--- config.mk ---
export PLATFORM = sky130hd
export DESIGN_NAME = detector_impacto
export DESIGN_NICKNAME = d
export VERILOG_FILES = /design/src/rtl/detector_impacto_pkg.sv /design/src/rtl/detector_impacto_sobreposicao.sv /design/src/rtl/detector_impacto.sv
export SDC_FILE = /design/constraint.sdc
export NUM_CORES = 1
export LEC_CHECK = 0
export ABC_CLOCK_PERIOD_IN_PS = 2800
export CAP_MARGIN = 25
export CORE_UTILIZATION = 35
export CTS_CLUSTER_DIAMETER = 200
export DETAILED_ROUTE_END_ITERATION = 12
export PLACE_DENSITY_LB_ADDON = 0.15
export SYNTH_ARGS = -nofsm -noshare
export SYNTH_HDL_FRONTEND = slang
export SYNTH_SLANG_ARGS = --single-unit
--- constraint.sdc ---
create_clock -name CLOCK_50 -period 2.8 [get_ports CLOCK_50]
set_clock_uncertainty 0.1 [all_clocks]
set_input_delay 0.42 -clock CLOCK_50 [delete_from_list [all_inputs] [get_ports CLOCK_50]]
set_output_delay 0.42 -clock CLOCK_50 [all_outputs]
set_load 0.05 [all_outputs]
--- src/rtl/detector_impacto_pkg.sv ---
// Shared game definitions: FSM encodings, screen limits and clock frequency
// used by the hit detector, projectile and shooter blocks.
package detector_impacto_pkg;

  localparam logic [1:0] VIVO         = 2'd0;
  localparam logic [1:0] INVULNERAVEL = 2'd1;
  localparam logic [1:0] MORTO        = 2'd2;

  localparam int unsigned LARGURA_TELA = 640;
  localparam int unsigned ALTURA_TELA  = 480;
  localparam int unsigned FREQ_CLOCK   = 50_000_000;

  localparam int unsigned COORD_W = 10;
  localparam int unsigned VIDAS_W = 3;

endpackage

--- src/rtl/detector_impacto_sobreposicao.sv ---
// Registered circle-vs-rectangle overlap test (bounding-box style, edge contact
// counts). Reusable for any rectangular hitbox.
module comparador_sobreposicao
  import detector_impacto_pkg::*;
#(
  parameter int unsigned LARGURA_ALVO = 40,
  parameter int unsigned ALTURA_ALVO  = 16
) (
  input  logic               clk,
  input  logic               rst,
  input  logic [COORD_W-1:0] x_alvo,
  input  logic [COORD_W-1:0] y_alvo,
  input  logic [COORD_W-1:0] x_bola,
  input  logic [COORD_W-1:0] y_bola,
  input  logic [COORD_W-1:0] raio,
  output logic               ov_q
);

  localparam int unsigned AW = COORD_W + 1;

  logic [AW-1:0] xa, ya, xb, yb, r;
  logic          sobrepoe_c;

  // One extra bit keeps sums near the right/bottom screen edge from wrapping
  assign xa = AW'(x_alvo);
  assign ya = AW'(y_alvo);
  assign xb = AW'(x_bola);
  assign yb = AW'(y_bola);
  assign r  = AW'(raio);

  assign sobrepoe_c = (xb + r >= xa) && (xb <= xa + AW'(LARGURA_ALVO - 1) + r) &&
                      (yb + r >= ya) && (yb <= ya + AW'(ALTURA_ALVO - 1) + r);

  always_ff @(posedge clk or posedge rst) begin
    if (rst) ov_q <= 1'b0;
    else     ov_q <= sobrepoe_c;
  end

endmodule

--- src/rtl/detector_impacto.sv ---
// Player hit receiver: registers projectile hits, tracks lives, runs the
// invulnerability window (with sprite blink) and flags game over.
module detector_impacto
  import detector_impacto_pkg::*;
#(
  parameter int unsigned LARGURA_ALVO   = 40,
  parameter int unsigned ALTURA_ALVO    = 16,
  parameter int unsigned VIDAS_INICIAIS = 3,
  parameter int unsigned INVULN_CICLOS  = 25_000_000,
  parameter int unsigned BIT_PISCA      = 22
) (
  input  logic               CLOCK_50,
  input  logic               reset,
  input  logic               pausa,
  input  logic               reiniciarJogo,
  input  logic [COORD_W-1:0] xAlvo,
  input  logic [COORD_W-1:0] yAlvo,
  input  logic [COORD_W-1:0] xBola,
  input  logic [COORD_W-1:0] yBola,
  input  logic [COORD_W-1:0] raioBola,
  input  logic               bolaAtiva,
  input  logic               ehAliada,
  output logic               acerto,
  output logic               consumirBola,
  output logic [VIDAS_W-1:0] vidas,
  output logic               piscar,
  output logic               fimDeJogo
);

  localparam int unsigned TW_BASE = (INVULN_CICLOS > 1) ? $clog2(INVULN_CICLOS) : 1;
  localparam int unsigned TIMER_W = (TW_BASE > BIT_PISCA) ? TW_BASE : BIT_PISCA + 1;

  logic [1:0]         estado, estado_n;
  logic [TIMER_W-1:0] timer, timer_n;
  logic [VIDAS_W-1:0] vidas_n;
  logic               acerto_n, piscar_n, fim_n;
  logic               ov_q;
  logic               golpe_c;

  comparador_sobreposicao #(
    .LARGURA_ALVO (LARGURA_ALVO),
    .ALTURA_ALVO  (ALTURA_ALVO)
  ) u_comparador (
    .clk    (CLOCK_50),
    .rst    (reset),
    .x_alvo (xAlvo),
    .y_alvo (yAlvo),
    .x_bola (xBola),
    .y_bola (yBola),
    .raio   (raioBola),
    .ov_q   (ov_q)
  );

  assign golpe_c = ov_q & bolaAtiva & ~ehAliada & ~pausa;

  always_ff @(posedge CLOCK_50 or posedge reset) begin
    if (reset) begin
      estado       <= VIVO;
      vidas        <= VIDAS_W'(VIDAS_INICIAIS);
      timer        <= '0;
      acerto       <= 1'b0;
      consumirBola <= 1'b0;
      piscar       <= 1'b0;
      fimDeJogo    <= 1'b0;
    end else begin
      estado       <= estado_n;
      vidas        <= vidas_n;
      timer        <= timer_n;
      acerto       <= acerto_n;
      consumirBola <= acerto_n;
      piscar       <= piscar_n;
      fimDeJogo    <= fim_n;
    end
  end

  // Restart outranks any hit landing in the same cycle
  always_comb begin
    estado_n = estado;
    vidas_n  = vidas;
    timer_n  = timer;
    acerto_n = 1'b0;
    if (reiniciarJogo) begin
      estado_n = VIVO;
      vidas_n  = VIDAS_W'(VIDAS_INICIAIS);
      timer_n  = '0;
    end else begin
      case (estado)
        VIVO: begin
          if (golpe_c) begin
            acerto_n = 1'b1;
            vidas_n  = (vidas != '0) ? vidas - VIDAS_W'(1) : '0;
            if (vidas <= VIDAS_W'(1)) begin
              estado_n = MORTO;
            end else begin
              estado_n = INVULNERAVEL;
              timer_n  = TIMER_W'(INVULN_CICLOS - 1);
            end
          end
        end
        INVULNERAVEL: begin
          if (!pausa) begin
            if (timer == '0) estado_n = VIVO;
            else             timer_n  = timer - TIMER_W'(1);
          end
        end
        MORTO:   vidas_n  = '0;
        default: estado_n = VIVO;
      endcase
    end
    piscar_n = (estado_n == INVULNERAVEL) ? timer_n[BIT_PISCA] : 1'b0;
    fim_n    = (estado_n == MORTO);
  end

endmodule

After elaboration in Yosys (flattened, before gate mapping) --
Cells that the tools add are included.
Operators by class: add/subtract/negate cells 8, multiply operators 0, divide/modulo/power cells 0, magnitude comparators 5, equality and inequality tests 8, shift-type cells 0, multiplexer cells 20, bitwise gates (word level) 5, reductions and logical operators 10
Operator list (count):
- two-way mux 25 bit | 5
- case mux 25 bit (2 select lines) | 1
- zero test 25 bit | 1
- subtractor 25 x 1 -> 25 bit, second input constant | 1
- adder 10 x 10 -> 11 bit | 2
- adder 11 x 10 -> 11 bit | 2
- >= comparator 11 x 10 -> 1 bit | 2
- less-or-equal comparator 10 x 11 -> 1 bit | 2
- inequality test 3 bit, second input constant | 4
- adder 10 x 4 -> 11 bit, second input constant | 1
- adder 10 x 6 -> 11 bit, second input constant | 1
- two-way mux 2 bit | 5
- two-way mux 3 bit | 3
- nonzero test 3 bit | 3
- case mux 2 bit (3 select lines) | 1
- case mux 3 bit (2 select lines) | 1
- AND reduction 5 bit | 1
- == test 2 x 1 -> 1 bit, second input constant | 2
- == test 2 bit, second input constant | 2
- two-way mux 1 bit | 4
- bitwise AND 1 bit | 3
- less-or-equal comparator 3 x 1 -> 1 bit, second input constant | 1
- logical AND 1 bit | 3
- subtractor 3 x 1 -> 3 bit, second input constant | 1
- 3 further kinds | 4
Storage, ports and cells: bits in registers 34, bits in latches 0, bits in writable memories 0, bits in read-only memories 0, input port bits 56, word-level logic and storage cells 64, memories kept 0

Logic depth before layout (Yosys ltp) --
word-level depth 8, depth in mapped cells 18, gate-level depth less buffers 18

Hierarchy --
Synthesis repeated with hierarchy kept, for this count alone.
Unflattened totals: cell total of the unflattened synthesis 585, area total of the unflattened synthesis 4844.6 sq um
Modules (own cells, without submodules):
- comparador_sobreposicao | instances 1, cells each 360, area an instance 2802.7 sq um, sequential area each 25.0 sq um
- detector_impacto | instances 1, cells each 225, area an instance 2042.0 sq um, sequential area each 828.3 sq um

Least setup slack after synthesis --
OpenSTA, ideal clock, no wires.
path type input to register, start in raioBola[1], end reg u_comparador.ov_q, library setup time 0.094 ns, arrival time 3.520 ns, setup slack -0.914 ns, stages on the path 17, cells stage by stage inv_1 ha_1 inv_1 ha_1 fa_1 a21o_1 a21oi_1 o21bai_1 a21oi_1 o21ai_0 xnor2_1 ha_1 a21oi_1 o21ai_0 a211o_1 a311o_1 a211oi_1
Between the ends: word-level cells in the longest chain between the ends 5, elaborated cells between the ends (all ways) 11
RTL lines:
- from (decl) | RTL line detector_impacto.sv:20 | input logic [COORD_W-1:0] raioBola,
- adder 11 x 10 -> 11 bit / adder 10 x 10 -> 11 bit (equally long branches) | RTL line detector_impacto_sobreposicao.sv:31 | assign sobrepoe_c = (xb + r >= xa) && (xb <= xa + AW'(LARGURA_ALVO - 1) + r) &&
- less-or-equal comparator 10 x 11 -> 1 bit / >= comparator 11 x 10 -> 1 bit (equally long branches) | RTL line detector_impacto_sobreposicao.sv:31
- logical AND 1 bit (2 in a row) | RTL line detector_impacto_sobreposicao.sv:31
- logical AND 1 bit (*) | RTL line detector_impacto_sobreposicao.sv:32 | (yb + r >= ya) && (yb <= ya + AW'(ALTURA_ALVO - 1) + r);
- net u_comparador.sobrepoe_c | RTL line detector_impacto_sobreposicao.sv:22 | logic sobrepoe_c;
- to (signal assigned) | RTL line detector_impacto_sobreposicao.sv:36 | else ov_q <= sobrepoe_c;
- to (decl) | RTL line detector_impacto_sobreposicao.sv:16 | output logic ov_q
The timed path passes the listed nets; every way through them passes the cells marked *. A chain may end at the register's enable or synchronous reset.

Final worst setup path --
start in raioBola[5], end reg u_comparador.ov_q
The elaborated chain is that of the path after synthesis.

==> flow_metrics.tcl <==
set metrics [dict create \
    worst_skew_pair.late_latency_ps 280 \
    grt_start_max_net_pins 35 \
    critical_path_start_end_classification "in2reg" \
    worst-endpoint-arrival_ps 3410 \
    post-route-util 0.543 \
    gr-usage-met1 0.274 \
    launch_instance_of_the_worst_register_to_register_path "timer[10]$_DFFE_PP0P_" \
    power.leakage_nw 3.19 \
    core.rowCount 40 \
    yosysSeqAreaShare 0.193 \
    report.final.setup_viol 1 \
    beginning_of_the_critical_path "raioBola[5]" \
    regToRegEndpoint "timer[21]$_DFFE_PP0P_" \
    ios 63 \
    cts.hold.buffers_added 0 \
    cells_traversed_along_the_worst_timing_path "dlygate4sd2_1, inv_1, ha_1, inv_2, ha_4, and3_1, a2111o_1, a21o_1, a21o_1, xnor2_1, ha_1, nand3_2, a221o_1, a21oi_2, a211oi_2" \
    timing.hold.ws_ps 435 \
    grt_first_pass_wirelength_mm 19.5 \
    antenna-diode-count 0 \
    vdd.ir_drop.worst_v 0.000212 \
    critical_path.slowest_cell "sky130_fd_sc_hd__a2111o_1" \
    gr-usage-all-layers 0.185 \
    cp_num_cells 15 \
    detail_route.wl_per_cell_um 13.3 \
    worstPathMaxFanout 4 \
    cts_root_buffer "sky130_fd_sc_hd__clkbuf_16" \
    fraction_of_synthesized_cell_area_taken_by_the_top_area_cell_type 0.280 \
    dieArea_sq_mm 0.0131 \
    finalPower_mw 2.57 \
    synth_async_sr_flop_share 1.00 \
    clockBufferDepth 2 \
    global_route.overflow_total 0 \
    dominantRegCellSynth "sky130_fd_sc_hd__dfrtp_1" \
    final_hold_viol_count 0 \
    starting_drt_drc_count 127 \
    min_path_type "in2async" \
    count_of_flip_flops_with_a_built_in_enable_after_synthesis 0 \
    finalNonFillerCells 865 \
    die_width_um 114 \
    maxSlewViolCount 0 \
    synthesis.instances 523 \
    worst_ep_required_time_ps 2850 \
    final_layout_size_suffix_gt1_frac 0.314 \
    synthesis.area_per_instance_sq_um 8.45 \
    cp-end-kind "register" \
    first_pass_iters 4 \
    post_drt_via_cell_ratio 4.86 \
    yosys.cell_types.count 55 \
    start_util 0.363 \
    run_status "complete, but fails checks" \
    post-dp-hpwl_mm 9.40 \
    htreeDepth 2 \
    finalCriticalPeriod_ps 3360 \
    synth.top_cells.by_area "sky130_fd_sc_hd__ha_1 28%, sky130_fd_sc_hd__dfrtp_1 18%, sky130_fd_sc_hd__xnor2_1 5.9%, sky130_fd_sc_hd__inv_1 5.8%, sky130_fd_sc_hd__a21oi_1 5.3%" \
    antenna_found_initial 0 \
    grt-busiest-layer "met2" \
    cp-start-kind "primary input" \
    num-nets-final 855 \
    failed_checks "setup timing" \
    core-area_sq_mm 0.0122 \
    grt_util_met3 0.0212 \
    use_met2 0.297 \
    postSynthNetCount 682 \
    maxClockFrequency_ghz 0.298 \
    area_growth_pct 49.5 \
    cts_made_buffers 5 \
    drc 0 \
    cts_tree "built" \
    timing.reg2reg.setup_slack_ps 360 \
    period_share 1.20 \
    rsz_0062_raised_after_global_routing "yes" \
    worst_path_dominant_cell_family "compound AO/OA/AOI/OAI gates" \
    synth-warning-count 0 \
    dp_worst_setup_slack_ps -1420 \
    r2r.worst_path.cells 8 \
    cpPeakStageDelay_ps 410 \
    detail-route-antenna-nets 0 \
    timing.final.ws_setup_ps -561 \
    critical_path.endpoint "u_comparador.ov_q$_DFF_PP0_" \
    clkTransAtPathRegs_ps 50 \
    gpl.final_weighted_congestion 0.824 \
    dieHeight_um 114 \
    synth.top_cells.by_count "99 x sky130_fd_sc_hd__ha_1, 68 x sky130_fd_sc_hd__inv_1, 47 x sky130_fd_sc_hd__a21oi_1" \
    final_area_sq_mm 0.00661 \
    place.detailed.instances 839 \
    power-per-cell-area_mw_per_mm2 389 \
    synthDominantAreaCellType "sky130_fd_sc_hd__ha_1" \
    portBuffers 62 \
    max_cap_viol_count 0 \
    slew-limit-headroom 0.565 \
    synthMostInstantiatedCell "sky130_fd_sc_hd__ha_1" \
    first_global_vias 4248 \
    place_area_sq_mm 0.00593 \
    synthesized_flop_and_latch_total 34 \
    syn_area_sq_mm 0.00442 \
    critical_path_buf_inv_count 3 \
    clock-sinks 34 \
    vias 4206 \
    finalSetupTns_ps -561 \
    timing_worst_slew_pin_value_ps 650 \
    final_wl_mm 11.5 \
]
## kinds of logic after synthesis
kind of cell | count (synthesis) | synth area share
simple gates | 139 | 0.172
fa+ha+maj | 103 | 0.298
compound gates | 128 | 0.185
flops | 34 | 0.193
xor+xnor | 44 | 0.0872
buf+inv | 75 | 0.0645
## repair_timing
item	4_1_cts	5_1_grt
buffers inserted	17	1
resized for setup	122	32
pin swaps	66	38
endpoints found under the setup margin	1	1
## tightest hold or removal path: stages
cell                              delay (ps)
sky130_fd_sc_hd__clkdlybuf4s50_1         400
sky130_fd_sc_hd__inv_1                    50
sky130_fd_sc_hd__buf_4                   380
## per-layer routing
metal / up-vias / wire length [um]
met4: 0 / 70
met5: - / 0
li1: 2197 / -
met2: 48 / 5020
met1: 1955 / 6130
met3: 6 / 320
## final cells by class
cell class	instances	area, sq um
fillers	1112	5550
multi-input cells	414	3720
repair buffers	173	1430
flip-flops and latches	34	853
inverters	68	263
well taps	168	210
clock buffers	6	129
clock inverters	2	10.0
## sequential cells by signal, indices dropped and copies added, names as in the netlist
register	cells
piscar	1
timer	25
u_comparador.ov_q	1
consumirBola	1
fimDeJogo	1
vidas	3
estado	2
## cells in the final DEF, fill, tap and decap left out, drive strengths merged, types with 7 or more instances in the layout
| cell type | n |
|---|---|
| ha | 99 |
| xor2 | 14 |
| o21ai | 23 |
| dlygate4sd2 | 11 |
| a211oi | 7 |
| nor3 | 15 |
| inv | 68 |
| nor4 | 10 |
| xnor2 | 30 |
| clkbuf | 8 |
| nor2b | 10 |
| a21oi | 47 |
| nand2 | 24 |
| o21a | 9 |
| nand3 | 12 |
| dfrtp | 32 |
| buf | 120 |
| nor2 | 34 |
| clkdlybuf4s50 | 34 |
| a21o | 14 |
## power by group
group / total [mW] / internal (mW) / switching, mW / leakage, nW
logic: 1.49 / 0.779 / 0.713 / 2.65
clock network: 0.526 / 0.326 / 0.200 / 0.0706
registers: 0.551 / 0.522 / 0.0292 / 0.465
total: 2.57 / 1.63 / 0.942 / 3.19
## worst min-delay path by stage
stage | end | depth (start not counted) | startpoint
after floorplan | timer[24]$_DFFE_PP0P_ | 2 | timer[24]$_DFFE_PP0P_
after global placement | timer[24]$_DFFE_PP0P_ | 2 | timer[24]$_DFFE_PP0P_
after detailed placement | timer[24]$_DFFE_PP0P_ | 2 | timer[24]$_DFFE_PP0P_
after CTS | timer[24]$_DFFE_PP0P_ | 2 | timer[24]$_DFFE_PP0P_
after global routing | timer[24]$_DFFE_PP0P_ | 2 | timer[24]$_DFFE_PP0P_
final | fimDeJogo$_DFF_PP0_ | 3 | reset
(Power assumes the default switching activity.)
